===== src/rtl/quiz_answer_judge_if.sv =====
// Host/contestant-facing signal bundle of the quiz answer judge.
// master = host side that drives start/key/buzzers/answers; slave = the judge.
interface quiz_answer_judge_if #(
  parameter int NUM_PLAYERS = 4
);
  logic                     start;
  logic [1:0]               answerKey;
  logic [NUM_PLAYERS-1:0]   buzz;
  logic [1:0]               answerSel;
  logic                     answerValid;
  logic                     answered;
  logic                     correct;
  logic [2:0]               winnerId;
  logic [7:0]               timeLeft;
  logic [1:0]               phase;
  logic [4*NUM_PLAYERS-1:0] scores;

  modport master (
    output start, answerKey, buzz, answerSel, answerValid,
    input  answered, correct, winnerId, timeLeft, phase, scores
  );

  modport slave (
    input  start, answerKey, buzz, answerSel, answerValid,
    output answered, correct, winnerId, timeLeft, phase, scores
  );
endinterface


===== src/rtl/quiz_answer_judge.sv =====
// Quiz judge: buzzer arbitration, per-phase second countdown, answer check and saturating scores.
// Define SCORE_PENALTY_EN to subtract a point from the winner on a wrong answer or answer timeout.
module quiz_answer_judge #(
  parameter int NUM_PLAYERS        = 4,
  parameter int CLOCK_FREQ         = 50000000,
  parameter int ANSWER_TIME_S      = 10,
  parameter int RESULT_HOLD_CYCLES = 100000000
) (
  input logic               clock,
  input logic               globalReset,
  quiz_answer_judge_if.slave bus
);

  typedef enum logic [1:0] {
    IDLE   = 2'd0,
    OPEN   = 2'd1,
    ANSWER = 2'd2,
    RESULT = 2'd3
  } phase_t;

  localparam int PRESC_W = $clog2(CLOCK_FREQ + 1);
  localparam int HOLD_W  = $clog2(RESULT_HOLD_CYCLES + 1);
  localparam logic [PRESC_W-1:0] PRESC_MAX   = PRESC_W'(CLOCK_FREQ - 1);
  localparam logic [HOLD_W-1:0]  HOLD_MAX    = HOLD_W'(RESULT_HOLD_CYCLES - 1);
  localparam logic [7:0]         ANSWER_TIME = 8'(ANSWER_TIME_S);

`ifdef SCORE_PENALTY_EN
  localparam bit PENALTY_EN = 1'b1;
`else
  localparam bit PENALTY_EN = 1'b0;
`endif

  phase_t                 state, state_d;
  logic [NUM_PLAYERS-1:0] sync1, sync2, prev;
  logic [NUM_PLAYERS-1:0] buzz_edge;
  logic [PRESC_W-1:0]     presc;
  logic [HOLD_W-1:0]      hold_cnt;
  logic [1:0]             key_q, key_d;
  logic [7:0]             time_q, time_d;
  logic [2:0]             winner_q, winner_d, edge_idx;
  logic                   correct_q, correct_d;
  logic                   answered_q;
  logic                   tick, timeout, edge_any, hold_done;
  logic                   score_up, score_down;
  logic [3:0]             score_q [NUM_PLAYERS];

  assign buzz_edge = sync2 & ~prev;
  assign edge_any  = |buzz_edge;
  assign tick      = (presc == PRESC_MAX);
  assign timeout   = tick && (time_q == 8'd1);
  assign hold_done = (hold_cnt == HOLD_MAX);

  // Scan downward so the lowest-indexed simultaneous edge is the one left standing.
  always_comb begin
    edge_idx = '0;
    for (int i = NUM_PLAYERS - 1; i >= 0; i--) begin
      if (buzz_edge[i]) edge_idx = 3'(i);
    end
  end

  always_comb begin
    state_d    = state;
    time_d     = time_q;
    winner_d   = winner_q;
    key_d      = key_q;
    correct_d  = correct_q;
    score_up   = 1'b0;
    score_down = 1'b0;

    if (tick && (state == OPEN || state == ANSWER) && time_q != 8'd0)
      time_d = time_q - 8'd1;

    case (state)
      IDLE: begin
        if (bus.start) begin
          state_d = OPEN;
          key_d   = bus.answerKey;
          time_d  = ANSWER_TIME;
        end
      end
      OPEN: begin
        if (edge_any) begin
          state_d  = ANSWER;
          winner_d = edge_idx;
          time_d   = ANSWER_TIME;
        end else if (timeout) begin
          state_d = IDLE;
        end
      end
      ANSWER: begin
        if (bus.answerValid) begin
          state_d    = RESULT;
          correct_d  = (bus.answerSel == key_q);
          score_up   = (bus.answerSel == key_q);
          score_down = (bus.answerSel != key_q);
        end else if (timeout) begin
          state_d    = RESULT;
          correct_d  = 1'b0;
          score_down = 1'b1;
        end
      end
      RESULT: begin
        if (hold_done) begin
          state_d   = IDLE;
          correct_d = 1'b0;
        end
      end
      default: state_d = IDLE;
    endcase
  end

  always_ff @(posedge clock or posedge globalReset) begin
    if (globalReset) begin
      state      <= IDLE;
      sync1      <= '0;
      sync2      <= '0;
      prev       <= '0;
      presc      <= '0;
      hold_cnt   <= '0;
      key_q      <= '0;
      time_q     <= '0;
      winner_q   <= '0;
      correct_q  <= 1'b0;
      answered_q <= 1'b0;
      for (int i = 0; i < NUM_PLAYERS; i++) score_q[i] <= '0;
    end else begin
      sync1      <= bus.buzz;
      sync2      <= sync1;
      prev       <= sync2;
      state      <= state_d;
      key_q      <= key_d;
      time_q     <= time_d;
      winner_q   <= winner_d;
      correct_q  <= correct_d;
      answered_q <= (state_d == RESULT);

      // Every phase entry restarts the second prescaler and the result hold timer.
      if (state_d != state || tick) presc <= '0;
      else                          presc <= presc + 1'b1;

      if (state_d != state)     hold_cnt <= '0;
      else if (state == RESULT) hold_cnt <= hold_cnt + 1'b1;

      for (int i = 0; i < NUM_PLAYERS; i++) begin
        if (winner_q == 3'(i)) begin
          if (score_up && score_q[i] != 4'd15)
            score_q[i] <= score_q[i] + 4'd1;
          else if (PENALTY_EN && score_down && score_q[i] != 4'd0)
            score_q[i] <= score_q[i] - 4'd1;
        end
      end
    end
  end

  assign bus.phase    = state;
  assign bus.answered = answered_q;
  assign bus.correct  = correct_q;
  assign bus.winnerId = winner_q;
  assign bus.timeLeft = time_q;

  for (genvar g = 0; g < NUM_PLAYERS; g++) begin : g_scores
    assign bus.scores[4*g +: 4] = score_q[g];
  end

endmodule


===== src/flat_wrapper.sv =====
// flat-port wrapper written by rule: the top's interface ports become plain ports
module quiz_answer_judge_flat 
#(
  parameter int NUM_PLAYERS        = 4,
  parameter int CLOCK_FREQ         = 50000000,
  parameter int ANSWER_TIME_S      = 10,
  parameter int RESULT_HOLD_CYCLES = 100000000
)
  (clock, globalReset, bus_start, bus_answerKey, bus_buzz, bus_answerSel, bus_answerValid, bus_answered, bus_correct, bus_winnerId, bus_timeLeft, bus_phase, bus_scores);
  quiz_answer_judge_if #(.NUM_PLAYERS(NUM_PLAYERS)) bus_i ();
  input logic clock;
  input logic globalReset;
  input wire logic [$bits(bus_i.start)-1:0] bus_start;
  input wire logic [$bits(bus_i.answerKey)-1:0] bus_answerKey;
  input wire logic [$bits(bus_i.buzz)-1:0] bus_buzz;
  input wire logic [$bits(bus_i.answerSel)-1:0] bus_answerSel;
  input wire logic [$bits(bus_i.answerValid)-1:0] bus_answerValid;
  output wire logic [$bits(bus_i.answered)-1:0] bus_answered;
  output wire logic [$bits(bus_i.correct)-1:0] bus_correct;
  output wire logic [$bits(bus_i.winnerId)-1:0] bus_winnerId;
  output wire logic [$bits(bus_i.timeLeft)-1:0] bus_timeLeft;
  output wire logic [$bits(bus_i.phase)-1:0] bus_phase;
  output wire logic [$bits(bus_i.scores)-1:0] bus_scores;
  assign bus_i.start = bus_start;
  assign bus_i.answerKey = bus_answerKey;
  assign bus_i.buzz = bus_buzz;
  assign bus_i.answerSel = bus_answerSel;
  assign bus_i.answerValid = bus_answerValid;
  assign bus_answered = bus_i.answered;
  assign bus_correct = bus_i.correct;
  assign bus_winnerId = bus_i.winnerId;
  assign bus_timeLeft = bus_i.timeLeft;
  assign bus_phase = bus_i.phase;
  assign bus_scores = bus_i.scores;
  quiz_answer_judge #(.NUM_PLAYERS(NUM_PLAYERS), .CLOCK_FREQ(CLOCK_FREQ), .ANSWER_TIME_S(ANSWER_TIME_S), .RESULT_HOLD_CYCLES(RESULT_HOLD_CYCLES)) u_core (.clock(clock), .globalReset(globalReset), .bus(bus_i));
endmodule

===== config.mk =====
export PLATFORM = sky130hd
export DESIGN_NAME = quiz_answer_judge_flat
export DESIGN_NICKNAME = d
export VERILOG_FILES = /design/src/rtl/quiz_answer_judge_if.sv /design/src/rtl/quiz_answer_judge.sv /design/src/flat_wrapper.sv
export SDC_FILE = /design/constraint.sdc
export NUM_CORES = 1
export LEC_CHECK = 0
export CORE_MARGIN = 4
export CORE_UTILIZATION = 57
export DETAILED_ROUTE_END_ITERATION = 8
export PLACE_DENSITY = 0.9
export SETUP_SLACK_MARGIN = 0.15
export SKIP_LAST_GASP = 1
export SLEW_MARGIN = 20
export SYNTH_ARGS = -nofsm -noshare
export SYNTH_HDL_FRONTEND = slang
export SYNTH_SLANG_ARGS = --single-unit

===== constraint.sdc =====
create_clock -name clock -period 4.8 [get_ports clock]
set_clock_uncertainty 0.05 [all_clocks]
set_input_delay 1.2 -clock clock [delete_from_list [all_inputs] [get_ports clock]]
set_output_delay 1.2 -clock clock [all_outputs]
set_load 0.02 [all_outputs]

== Word-level counts from Yosys, hierarchy flattened ==
Index checks and enable logic that the tools add are counted.
Cells by class
  reduce and logical (&&, ||, !) cells: 22
  equal/unequal tests: 18
  muxes and demuxes: 24
  add/subtract/negate cells: 7
  bitwise gates (word level): 2
Operators by type and width (count)
  $mux 27: 2
  $add 27x1->27 const B: 1
  $eq 27x27->1 const B: 1
  $add 26x1->26 const B: 1
  $eq 26x26->1 const B: 1
  $mux 26: 1
  $mux 8: 3
  $mux 2: 10
  $add 4x1->4 const B: 4
  $ne 4x4->1 const B: 4
  $pmux 8 s2: 1
  $reduce_and 2->1: 6
  $eq 8x1->1 const B: 1
  $pmux 2 s4: 1
  $reduce_bool 8->1: 1
  $sub 8x1->8 const B: 1
  $logic_and 1x1->1: 7
  $eq 2x2->1 const B: 3
  $eq 3x2->1 const B: 2
  $mux 1: 5
  $and 4x4->4: 1
  $not 4->4: 1
  $reduce_bool 2->1: 2
  $reduce_or 4->1: 1
  other kinds (11): 12
Word-level totals
  input bits: 12
  register bits after elaboration: 98
  output and inout port bits: 31
  word-level logic and storage cells: 88

== Logic depth before layout (Yosys ltp) ==
  depth in word-level cells: 8
  depth in mapped cells: 9
  mapped depth without buffers: 8

== Worst setup path before layout ==
OpenSTA, ideal clock, no wires.
  path type: input to register
  start: input port bus_answerSel[1]
  end: register u_core.score_q, in the netlist u_core.bus.scores[5]
  library setup time: 0.125 ns
  path slack: 2.018 ns
  arrival time: 2.608 ns
  buffers on the path: 0
  data required time: 4.625 ns
  stages on the path: 5
  path through: xnor2_1 nand4_1 or2_2 a311oi_1 mux2_2
Between the ends
  cells in the longest elaborated chain, start to end: 5
Ends and longest elaborated chain
  start: declaration: line flat_wrapper.sv:16  | input wire logic [$bits(bus_i.answerSel)-1:0] bus_answerSel;
  $eq 2x2->1: line quiz_answer_judge.sv:94  | score_up = (bus.answerSel == key_q);
  $mux 1: line quiz_answer_judge.sv:91  | if (bus.answerValid) begin
  $mux 1: line quiz_answer_judge.sv:73  | case (state)
  $logic_and 1x1->1: line quiz_answer_judge.sv:146  | if (score_up && score_q[i] != 4'd15)
  $reduce_and 2->1 (no source line)
  end signal: indexed assignment: line quiz_answer_judge.sv:147  | score_q[i] <= score_q[i] + 4'd1;
  end signal: indexed assignment: line quiz_answer_judge.sv:149  | score_q[i] <= score_q[i] - 4'd1;
  end: declaration: line quiz_answer_judge.sv:45  | logic [3:0] score_q [NUM_PLAYERS];
Every way passes these cells.
A chain may end at the register's enable or synchronous reset.

== Worst setup path in the final report ==
Same ends and word-level chain as after synthesis.

==> flow_summary.ini <==
[logic_synthesis]
synth-seq-cells = 97
post_synth_num_cell_types = 43
synth_top_area_share_pct = 52.07
syn-cell-area_um2 = 4662
ys_warn_count = 0
postSynthCellCount = 446
yosysTopAreaCell = dfrtp_1
post_synth.cell_area_avg_um2 = 10.45
ys_seq_area_share_pct = 52.07
syn_nets = 471
synth_area_leaders = dfrtp_1, xor2_1, xnor2_1

[cells_and_area]
final_cell_mix = dfrtp_1, nor2_1, clkdlybuf4s50_1, xor2_1
drive_gt1_share_pct = 6.855
n_antenna_cell = 0
area_delta_synth_final_pct = 14.52
layout_commonest_cell = dfrtp_1
fin_nets = 516

[timing]
tightest_slew_ns = 0.8909
hold_viol = 0
finalCriticalPeriod_ns = 3.061
slew_violations = 0
fin_crit_sh_pct = 63.76
setup_viol_count_final = 0
slew_headroom_pct = 39.77
rsz0062_at_grt = false
hold-worst-slack_ns = 0.3122
max_freq_mhz = 326.7
final.setup.tns_ns = 0

[grt]
grt_pass1_vias = 3505
antenna_found_initial = 0
grt_util_all_layers_pct = 20.27
grt_pass1_wl_um = 16180
grt-ovfl-total = 0
grt_max_degree = 54

[critical_path]
end_kind = flop
path_class = in -> reg
start_kind = input port
required_ns = 5.03
cp_max_fo = 4
cp.arrival_ns = 3.29

[min_path]
hold_class = reg -> reg

[drt]
drc = 0
initialDrtViolationCount = 227
drt_wl_total_um = 9346
vias = 3404
detail-route-antenna-nets = 0
via_per_inst = 5.692
firstDrtPassIters = 4
routedWlPerCell_um = 15.63

[run_status]
status = completed

[die]
die-area_um2 = 9689
die_w_um = 98.44
std_cell_rows = 32
dieHeight_um = 98.44
core-area_um2 = 7848
io_pins = 43
initial_core_util_pct = 59.41

[clock_tree]
h-tree-depth = 3
cts_buffer_depth = 2
postCtsHoldBufs = 0
cts_sinks = 97
cts_inserted_buffers = 9
cts_tree = yes
insertion_delay_ns = 0.38
cts_resized = 0
post_cts_buffers = 0
clk_pin_slew_ns = 0.11
ctsRootBufferMaster = clkbuf_8

[power_and_ir_drop]
p_per_area_nw_per_um2 = 411.8
power_leakage_nw = 2.273
power.total_mw = 2.199
vdd_drop_max_v = 0.0002881

[placement]
hpwlAfterDp_um = 6588
gp_congestion = 0.9453
numPortBuffers = 41

[job]
cap_violations = 0
==> state kept, by name, summed over array words and instances, names as in the netlist <==
| signal | flops |
|---|---|
| u_core.bus.timeLeft | 8 |
| u_core.bus.scores | 16 |
| u_core.hold_cnt | 27 |
| u_core.key_q | 2 |
| u_core.bus.answered | 1 |
| u_core.prev | 4 |
| u_core.bus.winnerId | 2 |
| u_core.sync1 | 4 |
| u_core.sync2 | 4 |
| u_core.bus.phase | 2 |
| u_core.bus.correct | 1 |
| u_core.presc | 26 |
==> Yosys cell counts <==
cell type,instances
o21a_1,2
o31a_1,1
and4_1,7
nand2b_1,4
nor4b_1,4
a311oi_1,1
a21oi_1,5
nand4_2,1
nor4bb_1,1
or4_4,1
a211o_1,1
buf_6,5
o2111ai_4,1
clkbuf_1,3
ha_1,13
o31ai_4,1
buf_4,1
o31ai_1,1
nor4b_2,1
or2_2,1
xor2_1,37
nand3_1,24
mux2_2,6
and3_1,10
mux2i_1,1
conb_1,1
or3_1,1
o211ai_1,2
nor4_1,3
a41oi_1,1
inv_1,12
and2_1,1
nor3b_1,2
nor2b_1,3
buf_2,1
nor2_1,72
o211ai_2,1
xnor2_1,33
dfrtp_1,97
o21ai_0,6
nor3_1,23
nand4_1,21
nand2_1,33
==> layout make-up <==
type	instances	area, um2
fill	569	2509
sequential	97	2427
multi-input combinational	327	2112
timing repair buffer	44	432.9
tap	102	127.6
clock buffer	9	123.9
clock inverter	7	68.82
inverter	12	46.29
==> final timing paths <==
kind	startpoint	endpoint	slack [ns]	cells after the start
worst max-delay path	bus_answerSel[1]	u_core.bus.scores[5]	1.74	6
worst min register to register	u_core.sync1[1]	u_core.sync2[1]	0.31	0
worst max register to register	u_core.bus.timeLeft[3]	u_core.presc[12]	1.90	7
worst min-delay path	u_core.sync1[1]	u_core.sync2[1]	0.31	0
max in group asynchronous	globalReset	u_core.presc[20]	2.70	3
min in group asynchronous	globalReset	u_core.prev[3]	1.17	2
==> layer usage <==
layer,global-route usage [%],share of wire [%],routed length [um]
met5,0,0,0
met4,8.088,1.7,155
met3,2.972,3.7,348
met2,35.26,51,4786
met1,25.52,43,4055
==> worst max-delay path, stage by stage <==
cell	delay, ns
clkdlybuf4s50_1	0.48
xnor2_1	0.12
nand4_1	0.21
or2_2	0.35
a311oi_1	0.53
mux2_2	0.40
==> cell families after synthesis <==
kind of cell	synth area share, %
AND/OR/NAND/NOR	22.84
flip-flops	52.07
buffers and inverters	2.684
AO/OA/AOI/OAI	4.026
adder cells (fa/ha/maj)	3.489
multiplexers	1.664
XOR/XNOR	13.15
other	0.08044
==> metrics by stage <==
| step | instances | setup WS (ns) | util, % | instance area [um2] |
|---|---|---|---|---|
| 3_5_place_dp | 582 | 1.356 | 65.55 | 5144 |
| 4_1_cts | 598 | 1.747 | 68.00 | 5336 |
| 6_report | 598 | 1.739 | 68.03 | 5339 |
| 2_1_floorplan | 446 | 1.016 | - | 4662 |
| 3_3_place_gp | 582 | 1.418 | 65.55 | 5144 |
| 5_1_grt | 598 | 1.627 | 68.03 | 5339 |
==> report_power, final <==
part	internal, mW	leakage [nW]	switching, mW
Clock	0.206	0.101	0.323
Sequential	0.893	1.30	0.0816
Combinational	0.254	0.875	0.442
Total	1.35	2.27	0.846
Power figures use the tool's default switching activity.
==> variant: new RTL, config.mk and constraints unchanged <==
`RESULT_HOLD_CYCLES` is set to 100000000 in 2 places; all go to 200000000.
--- a/src/rtl/quiz_answer_judge.sv
+++ b/src/rtl/quiz_answer_judge.sv
@@ -5,5 +5,5 @@
   parameter int CLOCK_FREQ         = 50000000,
   parameter int ANSWER_TIME_S      = 10,
-  parameter int RESULT_HOLD_CYCLES = 100000000
+  parameter int RESULT_HOLD_CYCLES = 200000000
 ) (
   input logic               clock,
--- a/src/flat_wrapper.sv
+++ b/src/flat_wrapper.sv
@@ -5,5 +5,5 @@
   parameter int CLOCK_FREQ         = 50000000,
   parameter int ANSWER_TIME_S      = 10,
-  parameter int RESULT_HOLD_CYCLES = 100000000
+  parameter int RESULT_HOLD_CYCLES = 200000000
 )
   (clock, globalReset, bus_start, bus_answerKey, bus_buzz, bus_answerSel, bus_answerValid, bus_answered, bus_correct, bus_winnerId, bus_timeLeft, bus_phase, bus_scores);
Behaviour: same outputs for any inputs over 10 cycles, from zero or initial values and one cycle with globalReset high; that may be too few to reach the edited logic, so the function may still have changed.
==> variant against the original RTL <==
  * Clock power barely moved
  * Critical endpoint is now u_core.bus.scores[1]
  * Non-clock buffer count did not move
  * Worst setup slack got worse by 0.022 ns
  * Count of clock-buffer cells in the layout is the same
  * Combinational power is 11% higher
  * Final area is 10% higher
  * Critical path depth is 1 lower
  * Wire length grew 17%
  * Area after synthesis rose by 11%
  * Sequential cell count up 1
  * Power is 3.7% higher
==> variant: results <==
[grt]
grt_pass1_vias = 3807
grt_max_degree = 55
gr-usage-all-layers_pct = 22.0

[layout]
layout-drive-gt1-share_pct = 18.8
fillerInstances = 628
instances_no_fill = 613
register_area_um2 = 2450
fin_nets = 525
largest_reg_flops = 28

[yosys]
yosys.cell_types.count = 55
synthAdderAreaFrac_pct = 3.14
ys_top_cells_by_count = dfrtp_1, nor3_2, xor2_1, nand2_1
syn_nets = 483
synth_seq_area_share_pct = 47.4
muxShareOfSynthArea_pct = 1.72
synth-compound-area-share_pct = 5.00
syn_inst = 458
synth_xor_area_share_pct = 11.3
synth_area_leaders = dfrtp_1, nor3_2, xor2_1

[routing]
viasPerCell = 6.07
drt-pass1-iter-count = 4
routedWlPerCell_um = 17.8
drt_iter0_drc = 169

[placement]
hpwl_um = 7440
post-place-ws_ns = 1.39
place.gp.congestion = 0.852
placed_cells = 597
placed_area_um2 = 5670

[worst_setup_path]
r2r_setup_slack_ns = 1.74
cp.arrival_ns = 3.31
critPathSlowestCell = nor4_1
cpPeakStageDelay_ns = 0.70
critPathMaxFanout = 5

[sta]
fmax_mhz = 324
hold-worst-slack_ns = 0.308
relSlewSlack_pct = 32.6

[power_and_ir_drop]
combinationalPowerShare_pct = 33.9
pwr-share-seq_pct = 43.0
power_switching_mw = 0.943
ir_worst_vdd_mv = 0.199
leakage_nw = 2.52
p_seq_mw = 0.981

[run_status]
status = completed
[variant: metal layers]
layer,part of all wire (%),global-route usage (%),vias to the layer above
li1,-,-,1746
met1,43,28.8,1880
met2,52,37.2,79
met3,3.6,2.95,13
met4,1.5,8.67,0
met5,0,0,-
[variant: cell type report]
cell class	instances	share of cell area, %
repair buffers	44	7.58
clock inverters	7	1.11
clock buffers	9	2.11
inverters	13	0.852
flip-flops and latches	98	41.7
well taps	108	2.30
multi-input cells	334	44.3
[variant: path summary, 6_finish.rpt]
| check | startpoint | endpoint | depth (start not counted) |
|---|---|---|---|
| min reg2reg | u_core.sync1[3] | u_core.sync2[3] | 0 |
| min in group asynchronous | globalReset | u_core.sync1[3] | 2 |
| max | bus_answerValid | u_core.bus.scores[1] | 5 |
| min | u_core.sync1[3] | u_core.sync2[3] | 0 |
| max in group asynchronous | globalReset | u_core.bus.timeLeft[4] | 3 |
| max reg2reg | u_core.sync2[1] | u_core.presc[25] | 6 |
